### config.mk
export PLATFORM = sky130hd
export DESIGN_NAME = branch_predict_unit_flat
export DESIGN_NICKNAME = d
export VERILOG_FILES = /design/src/rtl/branch_predict_unit_pkg.sv /design/src/rtl/branch_predict_unit_if.sv /design/src/rtl/branch_predict_unit_bht.sv /design/src/rtl/branch_predict_unit.sv /design/src/flat_wrapper.sv
export SDC_FILE = /design/constraint.sdc
export NUM_CORES = 1
export LEC_CHECK = 0
export CAP_MARGIN = 20
export CORE_MARGIN = 1.5
export CORE_UTILIZATION = 50
export CTS_CLUSTER_DIAMETER = 30
export DETAILED_ROUTE_END_ITERATION = 8
export HOLD_SLACK_MARGIN = 0.02
export PLACE_DENSITY = 0.77
export SLEW_MARGIN = 30
export SYNTH_ARGS = -nofsm -noshare
export SYNTH_HDL_FRONTEND = slang
export SYNTH_SLANG_ARGS = --single-unit
### constraint.sdc
create_clock -name clk -period 4.1 [get_ports clk]
set_clock_uncertainty 0.1 [all_clocks]
set_input_delay 1.025 -clock clk [delete_from_list [all_inputs] [get_ports clk]]
set_output_delay 1.025 -clock clk [all_outputs]
set_load 0.02 [all_outputs]
### src/rtl/branch_predict_unit_pkg.sv
// ---------------------------------------------------------------------------
// branch_pkg
// Shared encodings for the ID-stage branch resolver.
//   br_type_e : branch kind carried on id_branch_i
//   state_e   : resolver FSM states
//   CTR_RESET : power-up value of every BHT counter (weakly not-taken)
//   taken()   : branch-outcome rule for a kind plus an rs==rt result
// ---------------------------------------------------------------------------
package branch_pkg;

  typedef enum logic [1:0] {
    BR_NONE = 2'b00,
    BR_BEQ  = 2'b01,
    BR_BNE  = 2'b10,
    BR_JMP  = 2'b11
  } br_type_e;

  typedef enum logic {
    ST_IDLE    = 1'b0,
    ST_PENDING = 1'b1
  } state_e;

  localparam logic [1:0] CTR_RESET = 2'b01;

  // beq follows the comparator, bne inverts it, an unconditional jump is
  // always taken, and "no branch" is never taken
  function automatic logic taken(input logic [1:0] br_type, input logic eq);
    case (br_type)
      BR_BEQ:  taken = eq;
      BR_BNE:  taken = !eq;
      BR_JMP:  taken = 1'b1;
      default: taken = 1'b0;
    endcase
  endfunction

endpackage

### src/rtl/branch_predict_unit_if.sv
// ---------------------------------------------------------------------------
// branch_predict_unit_if
// Bundles the pipeline-facing signals of branch_predict_unit.
//   master : pipeline side (drives ID/EX inputs, observes redirect/flush/stall)
//   slave  : the resolver itself
// Inputs : id_valid_i, id_branch_i, id_pc_i, id_target_i, id_ops_ready_i,
//          id_eq_i, res_valid_i, res_eq_i
// Outputs: pc_src_o, redirect_pc_o, flush_o, stall_o, pending_o,
//          stat_branches_o, stat_mispred_o
// ---------------------------------------------------------------------------
interface branch_predict_unit_if #(
  parameter int PC_W = 32
);

  logic            id_valid_i;
  logic [1:0]      id_branch_i;
  logic [PC_W-1:0] id_pc_i;
  logic [PC_W-1:0] id_target_i;
  logic            id_ops_ready_i;
  logic            id_eq_i;
  logic            res_valid_i;
  logic            res_eq_i;

  logic            pc_src_o;
  logic [PC_W-1:0] redirect_pc_o;
  logic            flush_o;
  logic            stall_o;
  logic            pending_o;
  logic [31:0]     stat_branches_o;
  logic [31:0]     stat_mispred_o;

  modport master (
    output id_valid_i, id_branch_i, id_pc_i, id_target_i, id_ops_ready_i,
           id_eq_i, res_valid_i, res_eq_i,
    input  pc_src_o, redirect_pc_o, flush_o, stall_o, pending_o,
           stat_branches_o, stat_mispred_o
  );

  modport slave (
    input  id_valid_i, id_branch_i, id_pc_i, id_target_i, id_ops_ready_i,
           id_eq_i, res_valid_i, res_eq_i,
    output pc_src_o, redirect_pc_o, flush_o, stall_o, pending_o,
           stat_branches_o, stat_mispred_o
  );

endinterface

### src/rtl/branch_predict_unit_bht.sv
// ---------------------------------------------------------------------------
// bht_counter_table
// Branch history table of saturating counters.
//   clk, rst_n        : clock, async active-low reset (all counters -> CTR_RESET)
//   rd_idx / rd_ctr   : combinational read port
//   wr_en, wr_idx,
//   wr_taken          : one saturating update per cycle (+1 taken, -1 not)
// A read of the entry being written returns the pre-update value because the
// read is taken straight from the registers.
// ---------------------------------------------------------------------------
module bht_counter_table
  import branch_pkg::*;
#(
  parameter  int DEPTH = 64,
  parameter  int CTR_W = 2,
  localparam int IDX_W = $clog2(DEPTH)
) (
  input  logic             clk,
  input  logic             rst_n,
  input  logic [IDX_W-1:0] rd_idx,
  output logic [CTR_W-1:0] rd_ctr,
  input  logic             wr_en,
  input  logic [IDX_W-1:0] wr_idx,
  input  logic             wr_taken
);

  localparam logic [CTR_W-1:0] CTR_INIT = CTR_W'(CTR_RESET);
  localparam logic [CTR_W-1:0] CTR_MAX  = '1;
  localparam logic [CTR_W-1:0] CTR_ONE  = CTR_W'(1);

  logic [CTR_W-1:0] ctr_q [DEPTH];

  assign rd_ctr = ctr_q[rd_idx];

  // counters saturate at both ends so a long run in one direction cannot
  // wrap the prediction around
  always_ff @(posedge clk or negedge rst_n) begin
    if (!rst_n) begin
      for (int i = 0; i < DEPTH; i++) ctr_q[i] <= CTR_INIT;
    end else if (wr_en) begin
      if (wr_taken) begin
        if (ctr_q[wr_idx] != CTR_MAX) ctr_q[wr_idx] <= ctr_q[wr_idx] + CTR_ONE;
      end else begin
        if (ctr_q[wr_idx] != '0) ctr_q[wr_idx] <= ctr_q[wr_idx] - CTR_ONE;
      end
    end
  end

endmodule

### src/rtl/branch_predict_unit.sv
// ---------------------------------------------------------------------------
// branch_predict_unit
// ID-stage branch resolver with a bimodal predictor.
//   clk, rst_n : clock, async active-low reset
//   bus        : branch_predict_unit_if.slave (ID inputs, EX late result,
//                PC redirect / flush / stall / pending, statistics)
// Branches with ready operands resolve in ID with zero latency; branches
// waiting on an EX result are predicted from the BHT and checked when
// res_valid_i arrives, flushing and redirecting on a mispredict.
// Optional feature macro: BRANCH_STATS_EN enables the saturating
// resolved-branch and mispredict counters; otherwise both read zero.
// ---------------------------------------------------------------------------
module branch_predict_unit
  import branch_pkg::*;
#(
  parameter  int PC_W      = 32,
  parameter  int BHT_DEPTH = 64,
  parameter  int CTR_W     = 2,
  localparam int IDX_W     = $clog2(BHT_DEPTH)
) (
  input  logic                 clk,
  input  logic                 rst_n,
  branch_predict_unit_if.slave bus
);

  state_e           state_q, state_d;
  logic [IDX_W-1:0] idx;
  logic [CTR_W-1:0] rd_ctr;
  logic             pred;
  logic             id_br;
  logic             id_cond;

  logic [IDX_W-1:0] pend_idx_q;
  logic             pend_pred_q;
  logic [1:0]       pend_type_q;
  logic [PC_W-1:0]  pend_target_q;
  logic [PC_W-1:0]  pend_pc4_q;

  logic             pc_src;
  logic [PC_W-1:0]  redirect;
  logic             flush;
  logic             stall;
  logic             capture;
  logic             resolve_cond;
  logic             actual;
  logic             wr_en;
  logic [IDX_W-1:0] wr_idx;
  logic             wr_taken;

  assign idx     = bus.id_pc_i[IDX_W+1:2];
  assign pred    = rd_ctr[CTR_W-1];
  assign id_br   = bus.id_valid_i && (bus.id_branch_i != BR_NONE);
  assign id_cond = (bus.id_branch_i == BR_BEQ) || (bus.id_branch_i == BR_BNE);

  bht_counter_table #(
    .DEPTH (BHT_DEPTH),
    .CTR_W (CTR_W)
  ) u_bht (
    .clk      (clk),
    .rst_n    (rst_n),
    .rd_idx   (idx),
    .rd_ctr   (rd_ctr),
    .wr_en    (wr_en),
    .wr_idx   (wr_idx),
    .wr_taken (wr_taken)
  );

  // FSM state register
  always_ff @(posedge clk or negedge rst_n) begin
    if (!rst_n) state_q <= ST_IDLE;
    else        state_q <= state_d;
  end

  // Snapshot of an unresolved branch; pc+4 is kept so a wrongly-taken
  // prediction can fall back to the sequential path
  always_ff @(posedge clk or negedge rst_n) begin
    if (!rst_n) begin
      pend_idx_q    <= '0;
      pend_pred_q   <= 1'b0;
      pend_type_q   <= 2'b00;
      pend_target_q <= '0;
      pend_pc4_q    <= '0;
    end else if (capture) begin
      pend_idx_q    <= idx;
      pend_pred_q   <= pred;
      pend_type_q   <= bus.id_branch_i;
      pend_target_q <= bus.id_target_i;
      pend_pc4_q    <= bus.id_pc_i + PC_W'(4);
    end
  end

  // Next-state and output decode. While a branch is pending no new ID branch
  // is accepted, so the BHT sees at most one write per cycle.
  always_comb begin
    state_d      = state_q;
    pc_src       = 1'b0;
    redirect     = '0;
    flush        = 1'b0;
    stall        = 1'b0;
    capture      = 1'b0;
    resolve_cond = 1'b0;
    actual       = 1'b0;
    wr_en        = 1'b0;
    wr_idx       = idx;
    wr_taken     = 1'b0;
    case (state_q)
      ST_IDLE: begin
        if (id_br) begin
          redirect = bus.id_target_i;
          if (!id_cond) begin
            pc_src = 1'b1;
          end else if (bus.id_ops_ready_i) begin
            actual       = taken(bus.id_branch_i, bus.id_eq_i);
            pc_src       = actual;
            wr_en        = 1'b1;
            wr_idx       = idx;
            wr_taken     = actual;
            resolve_cond = 1'b1;
          end else begin
            pc_src  = pred;
            capture = 1'b1;
            state_d = ST_PENDING;
          end
        end
      end
      ST_PENDING: begin
        stall = id_br;
        if (bus.res_valid_i) begin
          actual       = taken(pend_type_q, bus.res_eq_i);
          wr_en        = 1'b1;
          wr_idx       = pend_idx_q;
          wr_taken     = actual;
          resolve_cond = 1'b1;
          state_d      = ST_IDLE;
          if (actual != pend_pred_q) begin
            flush    = 1'b1;
            pc_src   = 1'b1;
            redirect = actual ? pend_target_q : pend_pc4_q;
          end
        end
      end
      default: state_d = ST_IDLE;
    endcase
  end

  // Outputs are forced low while reset is held so nothing downstream acts on
  // a half-initialised resolver
  assign bus.pc_src_o      = rst_n && pc_src;
  assign bus.redirect_pc_o = rst_n ? redirect : '0;
  assign bus.flush_o       = rst_n && flush;
  assign bus.stall_o       = rst_n && stall;
  assign bus.pending_o     = rst_n && (state_q == ST_PENDING);

`ifdef BRANCH_STATS_EN
  logic [31:0] stat_br_q;
  logic [31:0] stat_mis_q;

  // Saturating statistics: every conditional resolution and every flush
  always_ff @(posedge clk or negedge rst_n) begin
    if (!rst_n) begin
      stat_br_q  <= '0;
      stat_mis_q <= '0;
    end else begin
      if (resolve_cond && (stat_br_q != 32'hFFFF_FFFF)) stat_br_q <= stat_br_q + 32'd1;
      if (flush && (stat_mis_q != 32'hFFFF_FFFF)) stat_mis_q <= stat_mis_q + 32'd1;
    end
  end

  assign bus.stat_branches_o = stat_br_q;
  assign bus.stat_mispred_o  = stat_mis_q;
`else
  logic unused_stats;
  assign unused_stats        = resolve_cond;
  assign bus.stat_branches_o = 32'h0;
  assign bus.stat_mispred_o  = 32'h0;
`endif

  logic unused_bits;
  assign unused_bits = ^{bus.id_pc_i[PC_W-1:IDX_W+2], bus.id_pc_i[1:0], rd_ctr[CTR_W-2:0]};

endmodule
### src/flat_wrapper.sv
// flat-port wrapper written by rule: the top's interface ports become plain ports
module branch_predict_unit_flat import branch_pkg::*;
#(
  parameter  int PC_W      = 32,
  parameter  int BHT_DEPTH = 64,
  parameter  int CTR_W     = 2,
  localparam int IDX_W     = $clog2(BHT_DEPTH)
)
  (clk, rst_n, bus_id_valid_i, bus_id_branch_i, bus_id_pc_i, bus_id_target_i, bus_id_ops_ready_i, bus_id_eq_i, bus_res_valid_i, bus_res_eq_i, bus_pc_src_o, bus_redirect_pc_o, bus_flush_o, bus_stall_o, bus_pending_o, bus_stat_branches_o, bus_stat_mispred_o);
  branch_predict_unit_if #(.PC_W(PC_W)) bus_i ();
  input  logic clk;
  input  logic rst_n;
  input wire logic [$bits(bus_i.id_valid_i)-1:0] bus_id_valid_i;
  input wire logic [$bits(bus_i.id_branch_i)-1:0] bus_id_branch_i;
  input wire logic [$bits(bus_i.id_pc_i)-1:0] bus_id_pc_i;
  input wire logic [$bits(bus_i.id_target_i)-1:0] bus_id_target_i;
  input wire logic [$bits(bus_i.id_ops_ready_i)-1:0] bus_id_ops_ready_i;
  input wire logic [$bits(bus_i.id_eq_i)-1:0] bus_id_eq_i;
  input wire logic [$bits(bus_i.res_valid_i)-1:0] bus_res_valid_i;
  input wire logic [$bits(bus_i.res_eq_i)-1:0] bus_res_eq_i;
  output wire logic [$bits(bus_i.pc_src_o)-1:0] bus_pc_src_o;
  output wire logic [$bits(bus_i.redirect_pc_o)-1:0] bus_redirect_pc_o;
  output wire logic [$bits(bus_i.flush_o)-1:0] bus_flush_o;
  output wire logic [$bits(bus_i.stall_o)-1:0] bus_stall_o;
  output wire logic [$bits(bus_i.pending_o)-1:0] bus_pending_o;
  output wire logic [$bits(bus_i.stat_branches_o)-1:0] bus_stat_branches_o;
  output wire logic [$bits(bus_i.stat_mispred_o)-1:0] bus_stat_mispred_o;
  assign bus_i.id_valid_i = bus_id_valid_i;
  assign bus_i.id_branch_i = bus_id_branch_i;
  assign bus_i.id_pc_i = bus_id_pc_i;
  assign bus_i.id_target_i = bus_id_target_i;
  assign bus_i.id_ops_ready_i = bus_id_ops_ready_i;
  assign bus_i.id_eq_i = bus_id_eq_i;
  assign bus_i.res_valid_i = bus_res_valid_i;
  assign bus_i.res_eq_i = bus_res_eq_i;
  assign bus_pc_src_o = bus_i.pc_src_o;
  assign bus_redirect_pc_o = bus_i.redirect_pc_o;
  assign bus_flush_o = bus_i.flush_o;
  assign bus_stall_o = bus_i.stall_o;
  assign bus_pending_o = bus_i.pending_o;
  assign bus_stat_branches_o = bus_i.stat_branches_o;
  assign bus_stat_mispred_o = bus_i.stat_mispred_o;
  branch_predict_unit #(.PC_W(PC_W), .BHT_DEPTH(BHT_DEPTH), .CTR_W(CTR_W)) u_core (.clk(clk), .rst_n(rst_n), .bus(bus_i));
endmodule
==> results.cfg <==
[status]
run_status = finished with violations
violations = setup timing

[sta]
slew_headroom_pct = 16.93
fin_setup_tns_ns = -52.28
fin_ws_ns = -0.5282
tightest_slew_ns = 1.245
slew_viol_final = 0
hold_slack_ns = 0.2171
rsz0062_at_grt = yes
hold_viol = 0
setup_viol = 129
period_minus_slack_ns = 4.628
fin_crit_sh_pct = 112.9
clock.fmax_ghz = 0.2161

[synthesis]
netlist_instances = 1259
synth.avg_cell_area_um2 = 9.496
yosysSeqAreaShare_pct = 42.95
yosysWarnings = 0
synth_top_family_by_area = compound AO/OA/AOI/OAI gates
synth-simple-area-share_pct = 16.75
ys.flop_type = dfrtp_1
ys_types = 90
synth-compound-area-share_pct = 16.98
synth.mux.area_fraction_pct = 12.04
async_flop_share_pct = 100.0
ys_ff_latch = 202
synth-xor-area-share_pct = 2.271
synth.cell_area_um2 = 11960
synth_edf_count = 0
synth_fa_ha_area_share_pct = 0.4186

[worst_setup_path]
cp_top_family = simple AND/OR/NAND/NOR gates
worstSetupPathType = in -> reg
cp.required_ns = 4.43
cp_slowest_stage_delay_ns = 0.52
cp_slowest_cell = or4_4
arrival_ns = 4.96
crit_chain = buf_2, buf_6, buf_4, nor2b_2, a2bb2oi_4, buf_12, buf_6, o22ai_4, nor4_4, o22ai_2, or4_4, ha_4, nand2b_4, buf_4, o221a_4, nor2_4, clkbuf_16, a21oi_2, a31oi_1
cp_max_fo = 7
worstSetupEndpointType = flop
path_buf_inv = 7
cp-start-kind = primary input

[clock_network]
clockBufferDepth = 3
cts-hold-fix-buffers = 0
cts_made_buffers = 48
cts.clk_slew.worst_paths_ns = 0.05
cts_tree = built
clk_latency_ns = 0.55
cts-root-buf = clkbuf_16
cts_max_level = 2
cts_sinks = 202

[drt]
drt-vias-per-instance = 6.501
drt-wirelength-per-cell_um = 25.75
final_antenna_net_count = 0
drt-total-wl_mm = 50.76
drtIter0Drc = 1747
drc = 0
vias = 12813
drt_pass1_iterations = 7

[power]
power.leakage_nw = 8.409
powerDensity_nw_per_um2 = 506.5
ir_drop_mv = 0.3387

[layout]
instances_no_fill = 1971
seq_area_um2 = 5135
final_util_pct = 78.92
drive_above_1_share_pct = 45.73
syn_to_final_growth_pct = 54.94
fin_nets = 1689
postLayoutCellArea_um2 = 18520
multi_input_area_um2 = 7478
mostFrequentLayoutCells = 212 x nand2_1, 190 x buf_4, 138 x dfrtp_1
nFillCells = 1242
final_common_cell = nand2_1

[die]
initial_utilization_pct = 50.93
die_x_um = 157.6
io_pins = 173
die_h_um = 157.6
coreArea_um2 = 23470
die-area_um2 = 24850
placementRows = 56

[global_route]
grt_pass1_wl_mm = 67.82
grt_start_max_net_pins = 100
grtUsageTotal_pct = 35.86
grt_pass1_vias = 12193
antenna_found_initial = 1
gr-total-overflow = 0

[placed_design]
numPortBuffers = 108
gp_congestion = 0.9416
dpl-instance-area_um2 = 15070
hpwl_mm = 27.35
dp.cells = 1819

[hold_path]
hp-class = in -> async

[flow_run]
drv_cap = 0
[repair_timing]
action	in CTS	in global routing
gates cloned	8	3
buffers inserted	40	18
resized for setup	294	160
pin swaps	35	37
endpoints found under the setup margin	161	161
[where the power goes]
group | switching [mW] | leakage, nW | total, mW | internal [mW]
clock network | 1.31 | 0.775 | 3.92 | 2.60
logic | 1.45 | 5.16 | 2.56 | 1.12
registers | 0.409 | 2.47 | 2.90 | 2.49
[stage by stage]
stage          total power, mW  setup WS (ns)
3_5_place_dp             4.804         -1.199
3_3_place_gp             4.728         -1.151
5_1_grt                  9.626        -0.5904
2_1_floorplan            4.024        -0.3161
4_1_cts                  8.906        -0.1843
6_report                 9.383        -0.5282
[path summary, 6_finish.rpt]
path | startpoint | to | slack [ns] | cells after the start
min in group clk | flop | flop | 0.37 | 2
worst max-delay path | bus_id_pc_i[3] | flop | -0.53 | 19
worst min register to register | flop | flop | 0.37 | 2
worst min-delay path | rst_n | u_core.pend_pred_q$_DFFE_PN0P_ | 0.22 | 1
max in group asynchronous | rst_n | u_core.u_bht.ctr_q[31]$_DFFE_PN0P_ | 2.00 | 3
worst max register to register | u_core.pend_idx_q[2]$_DFFE_PN0P_ | flop | -0.42 | 16
[logic make-up after synthesis]
group,count (synthesis)
other,1
AND/OR/NAND/NOR,429
adder cells (fa/ha/maj),4
buffers and inverters,167
flip-flops,202
multiplexers,116
XOR/XNOR,31
AO/OA/AOI/OAI,309
[synth_stat cells, types with 10 or more instances]
library cell / count / area [um^2]
nand3_1: 20 / 100.1
nor4_1: 10 / 62.56
a21oi_2: 10 / 87.58
dfstp_2: 64 / 1682
o21ai_0: 74 / 370.4
clkbuf_1: 40 / 150.1
dfrtp_1: 138 / 3453
mux2i_1: 49 / 490.5
a31oi_1: 40 / 250.2
mux4_2: 16 / 360.4
mux2_2: 48 / 540.5
o22ai_1: 46 / 287.8
buf_4: 71 / 533.0
buf_6: 14 / 157.7
buf_2: 21 / 105.1
a21oi_1: 76 / 380.4
inv_1: 18 / 67.56
nand2_1: 214 / 803.3
nor2_1: 75 / 281.5
xor2_1: 19 / 166.4
nor3_1: 40 / 200.2
xnor2_1: 12 / 105.1
[worst reg2reg max path, stage by stage, from the launching register on]
cell       delay, ns
dfrtp_1         0.52
inv_1           0.27
a31oi_4         0.29
or2b_4          0.26
buf_4           0.16
o22ai_1         0.13
nor4_4          0.47
o22ai_2         0.16
or4_4           0.52
ha_4            0.19
nand2b_4        0.15
buf_4           0.14
o221a_4         0.30
nor2_4          0.24
clkbuf_16       0.20
a21oi_2         0.06
a31oi_1         0.25
[routing by layer]
layer	global-route usage [%]	wire length, um	up-vias
li1	-	-	5124
met5	0	0	-
met4	20.66	4279	0
met2	58.46	22810	1118
met1	42.38	17540	6144
met3	10.24	6127	427
[cell type report]
type / count / area share, %
timing repair buffer: 385 / 20.36
tap: 319 / 2.155
inverter: 21 / 0.4323
multi-input combinational: 954 / 40.37
antenna: 1 / 0.01351
clock buffer: 61 / 7.126
clock inverter: 28 / 1.824
sequential: 202 / 27.72
Note: power is estimated with default switching activity, not from simulation.
